<file path="config.mk">
export PLATFORM = sky130hd
export DESIGN_NAME = fifo_sync_flex
export DESIGN_NICKNAME = d
export VERILOG_FILES = /design/src/rtl/fifo_defs.sv /design/src/rtl/fifo_sync_ram.sv /design/src/rtl/fifo_sync_flex.sv
export SDC_FILE = /design/constraint.sdc
export NUM_CORES = 1
export LEC_CHECK = 0
export ABC_AREA = 1
export BUFFER_PORTS_ARGS = -buffer_cell sky130_fd_sc_hd__clkbuf_2
export CORE_ASPECT_RATIO = 1.2
export CORE_MARGIN = 4
export CORE_UTILIZATION = 55
export DETAILED_ROUTE_END_ITERATION = 7
export PLACE_DENSITY = 0.75
export SLEW_MARGIN = 20
export SYNTH_ARGS = -nofsm -noshare
export SYNTH_HDL_FRONTEND = slang
export SYNTH_SLANG_ARGS = --single-unit
</file>
<file path="constraint.sdc">
create_clock -name clk -period 2.4 [get_ports clk]
set_input_delay 0.12 -clock clk [delete_from_list [all_inputs] [get_ports clk]]
set_output_delay 0.12 -clock clk [all_outputs]
set_load 0.03 [all_outputs]
</file>
<file path="src/rtl/fifo_defs.sv">
// Shared definitions for the fifo_sync_flex family: read-mode constants and
// the width helper used to size pointers and the occupancy count.
package fifo_defs;

  localparam int FIFO_MODE_REG  = 0;
  localparam int FIFO_MODE_FWFT = 1;

  function automatic int fifo_clog2(input int n);
    int r;
    r = 0;
    while ((1 << r) < n) r++;
    return r;
  endfunction

endpackage

</file>
<file path="src/rtl/fifo_sync_ram.sv">
// DEPTH x DATA_WIDTH register array: synchronous write, asynchronous read,
// synchronous clear of every entry.
module fifo_sync_ram #(
  parameter int DATA_WIDTH = 8,
  parameter int DEPTH      = 32,
  parameter int AW         = 5
) (
  input  logic                  clk,
  input  logic                  clear,
  input  logic                  we,
  input  logic [AW-1:0]         waddr,
  input  logic [DATA_WIDTH-1:0] wdata,
  input  logic [AW-1:0]         raddr,
  output logic [DATA_WIDTH-1:0] rdata
);

  logic [DATA_WIDTH-1:0] mem [DEPTH];

  always_ff @(posedge clk) begin
    if (clear) begin
      for (int i = 0; i < DEPTH; i++) mem[i] <= '0;
    end else if (we) begin
      mem[waddr] <= wdata;
    end
  end

  assign rdata = mem[raddr];

endmodule

</file>
<file path="src/rtl/fifo_sync_flex.sv">
// Single-clock FIFO with occupancy count, programmable almost-full/empty
// thresholds, overflow/underflow pulses and registered or FWFT read.
module fifo_sync_flex
  import fifo_defs::*;
#(
  parameter int DATA_WIDTH = 8,
  parameter int DEPTH      = 32,
  parameter int AF_LEVEL   = DEPTH - 2,
  parameter int AE_LEVEL   = 2,
  parameter int FWFT       = 0,
  localparam int CW        = fifo_clog2(DEPTH + 1),
  localparam int AW        = fifo_clog2(DEPTH)
) (
  input  logic                  clk,
  input  logic                  reset,
  input  logic                  write_en,
  input  logic [DATA_WIDTH-1:0] data_in,
  input  logic                  read_en,
  output logic [DATA_WIDTH-1:0] data_out,
  output logic                  empty,
  output logic                  full,
  output logic                  almost_full,
  output logic                  almost_empty,
  output logic [CW-1:0]         count,
  output logic                  overflow,
  output logic                  underflow
);

  logic [AW-1:0]         wr_ptr, rd_ptr;
  logic [CW-1:0]         count_next;
  logic [DATA_WIDTH-1:0] rd_data;
  logic [DATA_WIDTH-1:0] dout_r;
  logic                  wr_acc, rd_acc;

  // A pop frees a slot in the same cycle, so a full FIFO still takes a write alongside a read.
  assign rd_acc     = read_en & ~empty;
  assign wr_acc     = write_en & (~full | rd_acc);
  assign count_next = count + CW'(wr_acc) - CW'(rd_acc);

  fifo_sync_ram #(
    .DATA_WIDTH(DATA_WIDTH),
    .DEPTH     (DEPTH),
    .AW        (AW)
  ) u_ram (
    .clk  (clk),
    .clear(reset),
    .we   (wr_acc),
    .waddr(wr_ptr),
    .wdata(data_in),
    .raddr(rd_ptr),
    .rdata(rd_data)
  );

  always_ff @(posedge clk) begin
    if (reset) begin
      wr_ptr       <= '0;
      rd_ptr       <= '0;
      count        <= '0;
      empty        <= 1'b1;
      full         <= 1'b0;
      almost_full  <= 1'b0;
      almost_empty <= 1'b1;
      overflow     <= 1'b0;
      underflow    <= 1'b0;
      dout_r       <= '0;
    end else begin
      // Explicit wrap so non-power-of-two depths work.
      if (wr_acc) wr_ptr <= (wr_ptr == AW'(DEPTH - 1)) ? '0 : wr_ptr + 1'b1;
      if (rd_acc) rd_ptr <= (rd_ptr == AW'(DEPTH - 1)) ? '0 : rd_ptr + 1'b1;
      if (rd_acc) dout_r <= rd_data;
      count        <= count_next;
      empty        <= (count_next == '0);
      full         <= (count_next == CW'(DEPTH));
      almost_full  <= (count_next >= CW'(AF_LEVEL));
      almost_empty <= (count_next <= CW'(AE_LEVEL));
      overflow     <= write_en & ~wr_acc;
      underflow    <= read_en & ~rd_acc;
    end
  end

  assign data_out = (FWFT == FIFO_MODE_FWFT) ? rd_data : dout_r;

endmodule

</file>
* Word level (Yosys, flattened, before mapping)
Memories as Yosys holds them, arrays and structs flattened. A register that Yosys moved wholly into a read port is not among the register bits. Cells that the tools add are included.
Storage, ports and cells: memory bits (writable) 256, bits of input ports 12, flip-flop bits (word level) 22, word-level logic and storage cells 40, output and inout bits 20, memories kept 1
Memory list:
- u_ram.mem | words 32, width 8, read ports 1, clocked after memory_dff 1, write ports 32, line fifo_sync_ram.sv:17 | logic [DATA_WIDTH-1:0] mem [DEPTH];
Cells by class: magnitude comparators 2, equality and inequality tests 3, reduce and logical (&&, ||, !) cells 2, multiplexer cells 10, add/sub/neg operators 4, bitwise gates (word level) 9
Operators with widths (count):
- 2-to-1 mux 5 bit | 3
- adder 5 x 1 -> 5 bit, second input constant | 2
- == test 5 bit, second input constant | 2
- 2-to-1 mux 8 bit | 1
- OR reduction 8 bit | 1
- adder 6 x 1 -> 6 bit | 1
- == test 6 bit, second input constant | 1
- greater-or-equal comparator 6 x 5 -> 1 bit, second input constant | 1
- less-or-equal comparator 6 x 2 -> 1 bit, second input constant | 1
- zero test 6 bit | 1
- 2-to-1 mux 1 bit | 6
- subtractor 6 x 1 -> 6 bit | 1
- bitwise AND 1 bit | 4
- NOT 1 bit | 4
- OR 1 bit | 1

* Depth between registers and ports, before layout
word-level depth 9, gate-level depth with buffers 17, depth with buffers taken out 17

* By module
From an unflattened synthesis, not the netlist that was laid out.
Unflattened totals: cell total of the unflattened synthesis 1430, area, all modules 13213.9 um2
By module, submodules not included:
- fifo_sync_ram | instances 1, seq. area each 7687.4 um2, area each 11793.8 um2, cells each 1239
- fifo_sync_flex | instances 1, seq. area each 600.6 um2, area each 1420.1 um2, cells each 191

* Least setup slack after synthesis
OpenSTA, ideal clock, no wires.
path kind register to register, start register empty, end register almost_empty, arrival time 2503 ps, path slack -164 ps, cell stages (with the launch flop) 15, data required time 2339 ps, period minus slack after synthesis 2564 ps, setup time 61 ps, buffers on the path 1, path through dfxtp_1 -> nor2_4 -> clkbuf_1 -> ha_1 -> inv_1 -> ha_1 -> inv_1 -> fa_1 -> nand3b_1 -> nand2_1 -> xnor2_1 -> o21ai_0 -> nor2_1 -> nand2_1 -> nand2_1
Between the ends: cells in the longest elaborated chain, start to end 7
Ends and longest elaborated chain:
- start, declared | line fifo_sync_flex.sv:20 | output logic empty,
- start signal, assigned | line fifo_sync_flex.sv:72 | empty <= (count_next == '0);
- NOT 1 bit (*) | line fifo_sync_flex.sv:36 | assign rd_acc = read_en & ~empty;
- bitwise AND 1 bit (*) | line fifo_sync_flex.sv:36
- named net rd_acc | line fifo_sync_flex.sv:33 | logic wr_acc, rd_acc;
- OR 1 bit | line fifo_sync_flex.sv:37 | assign wr_acc = write_en & (~full | rd_acc);
- bitwise AND 1 bit | line fifo_sync_flex.sv:37
- adder 6 x 1 -> 6 bit | line fifo_sync_flex.sv:38 | assign count_next = count + CW'(wr_acc) - CW'(rd_acc);
- subtractor 6 x 1 -> 6 bit (*) | line fifo_sync_flex.sv:38
- less-or-equal comparator 6 x 2 -> 1 bit (*) | line fifo_sync_flex.sv:75 | almost_empty <= (count_next <= CW'(AE_LEVEL));
- end signal, assigned | line fifo_sync_flex.sv:75
- end, declared | line fifo_sync_flex.sv:23 | output logic almost_empty,
Mark *: on every way through the listed nets, which the timed path passes. The rest lies on a longest branch. A chain may end at the register's enable or synchronous reset.

==> flow_summary.json <==
{
  "grt_pass1_wl_um": 50200,
  "endpoint_kind": "flip-flop",
  "synthCells": 1411,
  "grt_pass1_vias": 9384,
  "synth_cell_type_count": 29,
  "slew_headroom_pct": 31.1,
  "port_buffers": 31,
  "overflow": 0,
  "dr.pass1.iters": 6,
  "critPathLaunchType": "flip-flop",
  "cts-root-buf": "clkbuf_16",
  "rows": 62,
  "critPathSlowestCell": "nor2_8",
  "min_period_ns": 2.30,
  "yosys_register_bits": 286,
  "start_util_pct": 55.7,
  "cap_viol_max_count": 0,
  "placed_area_mm2": 0.0139,
  "diodes": 0,
  "power.density_mw_per_mm2": 830,
  "finish.instance_area_mm2": 0.0149,
  "holdCritPathClass": "in -> reg",
  "track_usage_pct": 24.3,
  "wl_per_cell_um": 18.1,
  "core_mm2": 0.0239,
  "dr.first_iter.drc_count": 973,
  "syn_area_per_cell_um2": 9.43,
  "antenna_found_initial": 0,
  "num_io_pins": 32,
  "finalSetupTns_ns": 0,
  "final-max-slew-violation-count": 0,
  "hold_viol_final": 0,
  "gp_congestion": 0.849,
  "setup_viol": 0,
  "synth-seq-area-share_pct": 62.3,
  "post-dp-hpwl_um": 20100,
  "syn_nets": 1437,
  "path_cells": "nor2_4 -> inv_2 -> nand2_2 -> nand2_4 -> buf_4 -> inv_2 -> nand2_4 -> nor2_8 -> nand2_2 -> nand2_1",
  "clock_latency_ns": 0.54,
  "cts_buffer_depth": 3,
  "tightest_slew_ns": 1.03,
  "die_height_um": 178,
  "netlist_area_mm2": 0.0133,
  "critPathBufInv": 3,
  "layout-drive-gt1-share_pct": 12.1,
  "cp_slowest_stage_delay_ns": 0.39,
  "worst_path_dominant_cell_family": "simple AND/OR/NAND/NOR gates",
  "vias_per_cell": 5.59,
  "htree_levels": 1,
  "setup_slack_ns": 0.102,
  "ys.flop_type": "edfxtp_1",
  "synth_edf_count": 256,
  "p_total_uw": 12300,
  "nets": 1461,
  "criticalPathCategory": "reg -> reg",
  "num-fill-cells": 1969,
  "path_max_fanout": 9,
  "async_flop_share_pct": 0,
  "required_ns": 2.61,
  "peakVddDrop_v": 0.000468,
  "outcome": "finished clean",
  "skew_ns": 0.0100,
  "fmax_ghz": 0.435,
  "crit_arrival_ns": 2.51,
  "drc": 0,
  "cts_sinks": 286,
  "leakage_uw": 0.00664,
  "ant_nets": 0,
  "grt_max_degree": 92,
  "synthToLayoutAreaGrowth_pct": 11.6,
  "die_area_mm2": 0.0268,
  "ys_warn_count": 0,
  "cts_inserted_buffers": 28,
  "die_x_um": 150,
  "wl_um": 32200,
  "vias": 9936,
  "clkSlewWorstSetupHoldPaths_ns": 0.06,
  "period_share_pct": 95.8,
  "cts_tree": "done",
  "preCtsSetupSlack_ns": -0.0334
}
==> sequential cells by signal (all words and copies together) (netlist names), 5 cells and up <==
signal and flops:
u_ram.mem 256, data_out 8, count 6, rd_ptr 5
wr_ptr 5
==> tightest hold or removal path, stage by stage <==
cell and delay [ns]:
clkbuf_2 0.07, inv_1 0.03, buf_4 0.27, nor2_1 0.15
==> cells in the mapped netlist (all sizes together) (2+ instances only) <==
library cell    n  area, um^2
ha             13         163
clkinv          2        7.51
a21oi          39         195
dfxtp          30         601
buf            22        98.8
nor2          302        1210
nand2         463        1990
edfxtp        256        7690
xor2            2        17.5
inv            47         176
a31oi           2        12.5
clkbuf         59         221
o21ai           6        30.0
xnor2           4        35.0
nand3         148         741
nor3           10        80.1
==> cells in the final DEF (no fill, tap or decap), types with 5 or more instances in the layout <==
cell type	count
nor2_1	296
dfxtp_1	28
inv_1	40
ha_1	11
edfxtp_1	256
clkbuf_16	29
nand3_1	148
nand2_4	32
clkbuf_1	7
o21ai_0	5
clkinv_2	9
clkbuf_2	31
a21oi_1	39
clkinv_1	5
nor3_2	7
buf_4	37
nand2_1	427
inv_2	6
==> metal layers <==
layer  vias to the layer above  part of all wire, %  track usage [%]
met5                         -                    0                0
met4                         0                  3.5             8.92
met3                        85                  8.1             3.28
met2                       457                   51             43.0
li1                       4689                    -                -
met1                      4705                   37             30.6
==> area by class of cell <==
type,count,area (um^2),share of cell area (%)
timing repair buffer,75,533,3.59
inverter,49,185,1.25
clock inverter,14,97.6,0.657
sequential,286,8300,55.8
multi-input combinational,995,4570,30.8
clock buffer,38,779,5.24
tap,320,400,2.69
==> worst paths after layout <==
check / to / slack [ns] / from / cells after the start
hold / removal: u_ram.mem[31][2] / 0.21 / data_in[2] / 4
setup / recovery: u_ram.mem[9][3] / 0.10 / empty / 10
setup reg to reg: u_ram.mem[9][3] / 0.10 / empty / 10
hold reg to reg: wr_ptr[0] / 0.54 / wr_ptr[0] / 2
==> where the power goes <==
group          switching [uW]  internal, uW  total [uW]
clock                    1810          2380        4190
combinational            1610           726        2330
sequential                129          5690        5820
total                    3540          8790       12300
==> metrics by stage <==
| step | cells | util [%] | hold WS (ns) |
|---|---|---|---|
| finish | 1777 | 62.2 | 0.209 |
| global placement | 1719 | 58.1 | 0.346 |
| CTS | 1775 | 62.0 | 0.200 |
| global route | 1777 | 62.2 | 0.231 |
| detailed placement | 1719 | 58.1 | 0.350 |
| floorplan | 1411 | - | 0.198 |
==> kinds of logic (layout without fill, tap and decap cells) <==
family / count (synthesis) / in the layout / synth area share (%)
adder cells (fa/ha/maj): 14 / 14 / 1.37
XOR/XNOR: 6 / 6 / 0.395
flip-flops: 286 / 286 / 62.3
AO/OA/AOI/OAI: 49 / 49 / 1.90
AND/OR/NAND/NOR: 926 / 926 / 30.3
buffers and inverters: 130 / 176 / 3.79
==> repair_timing <==
action                                 in CTS  in global routing
gates resized for setup                     4                  7
cloned                                      0                  0
hold buffers                                4                  0
pin swaps                                   0                  5
endpoints found under the hold margin       7                  0
setup buffers                               0                  2
setup endpoints to repair                   3                  4
No activity file was read; power rests on OpenSTA's default activity.
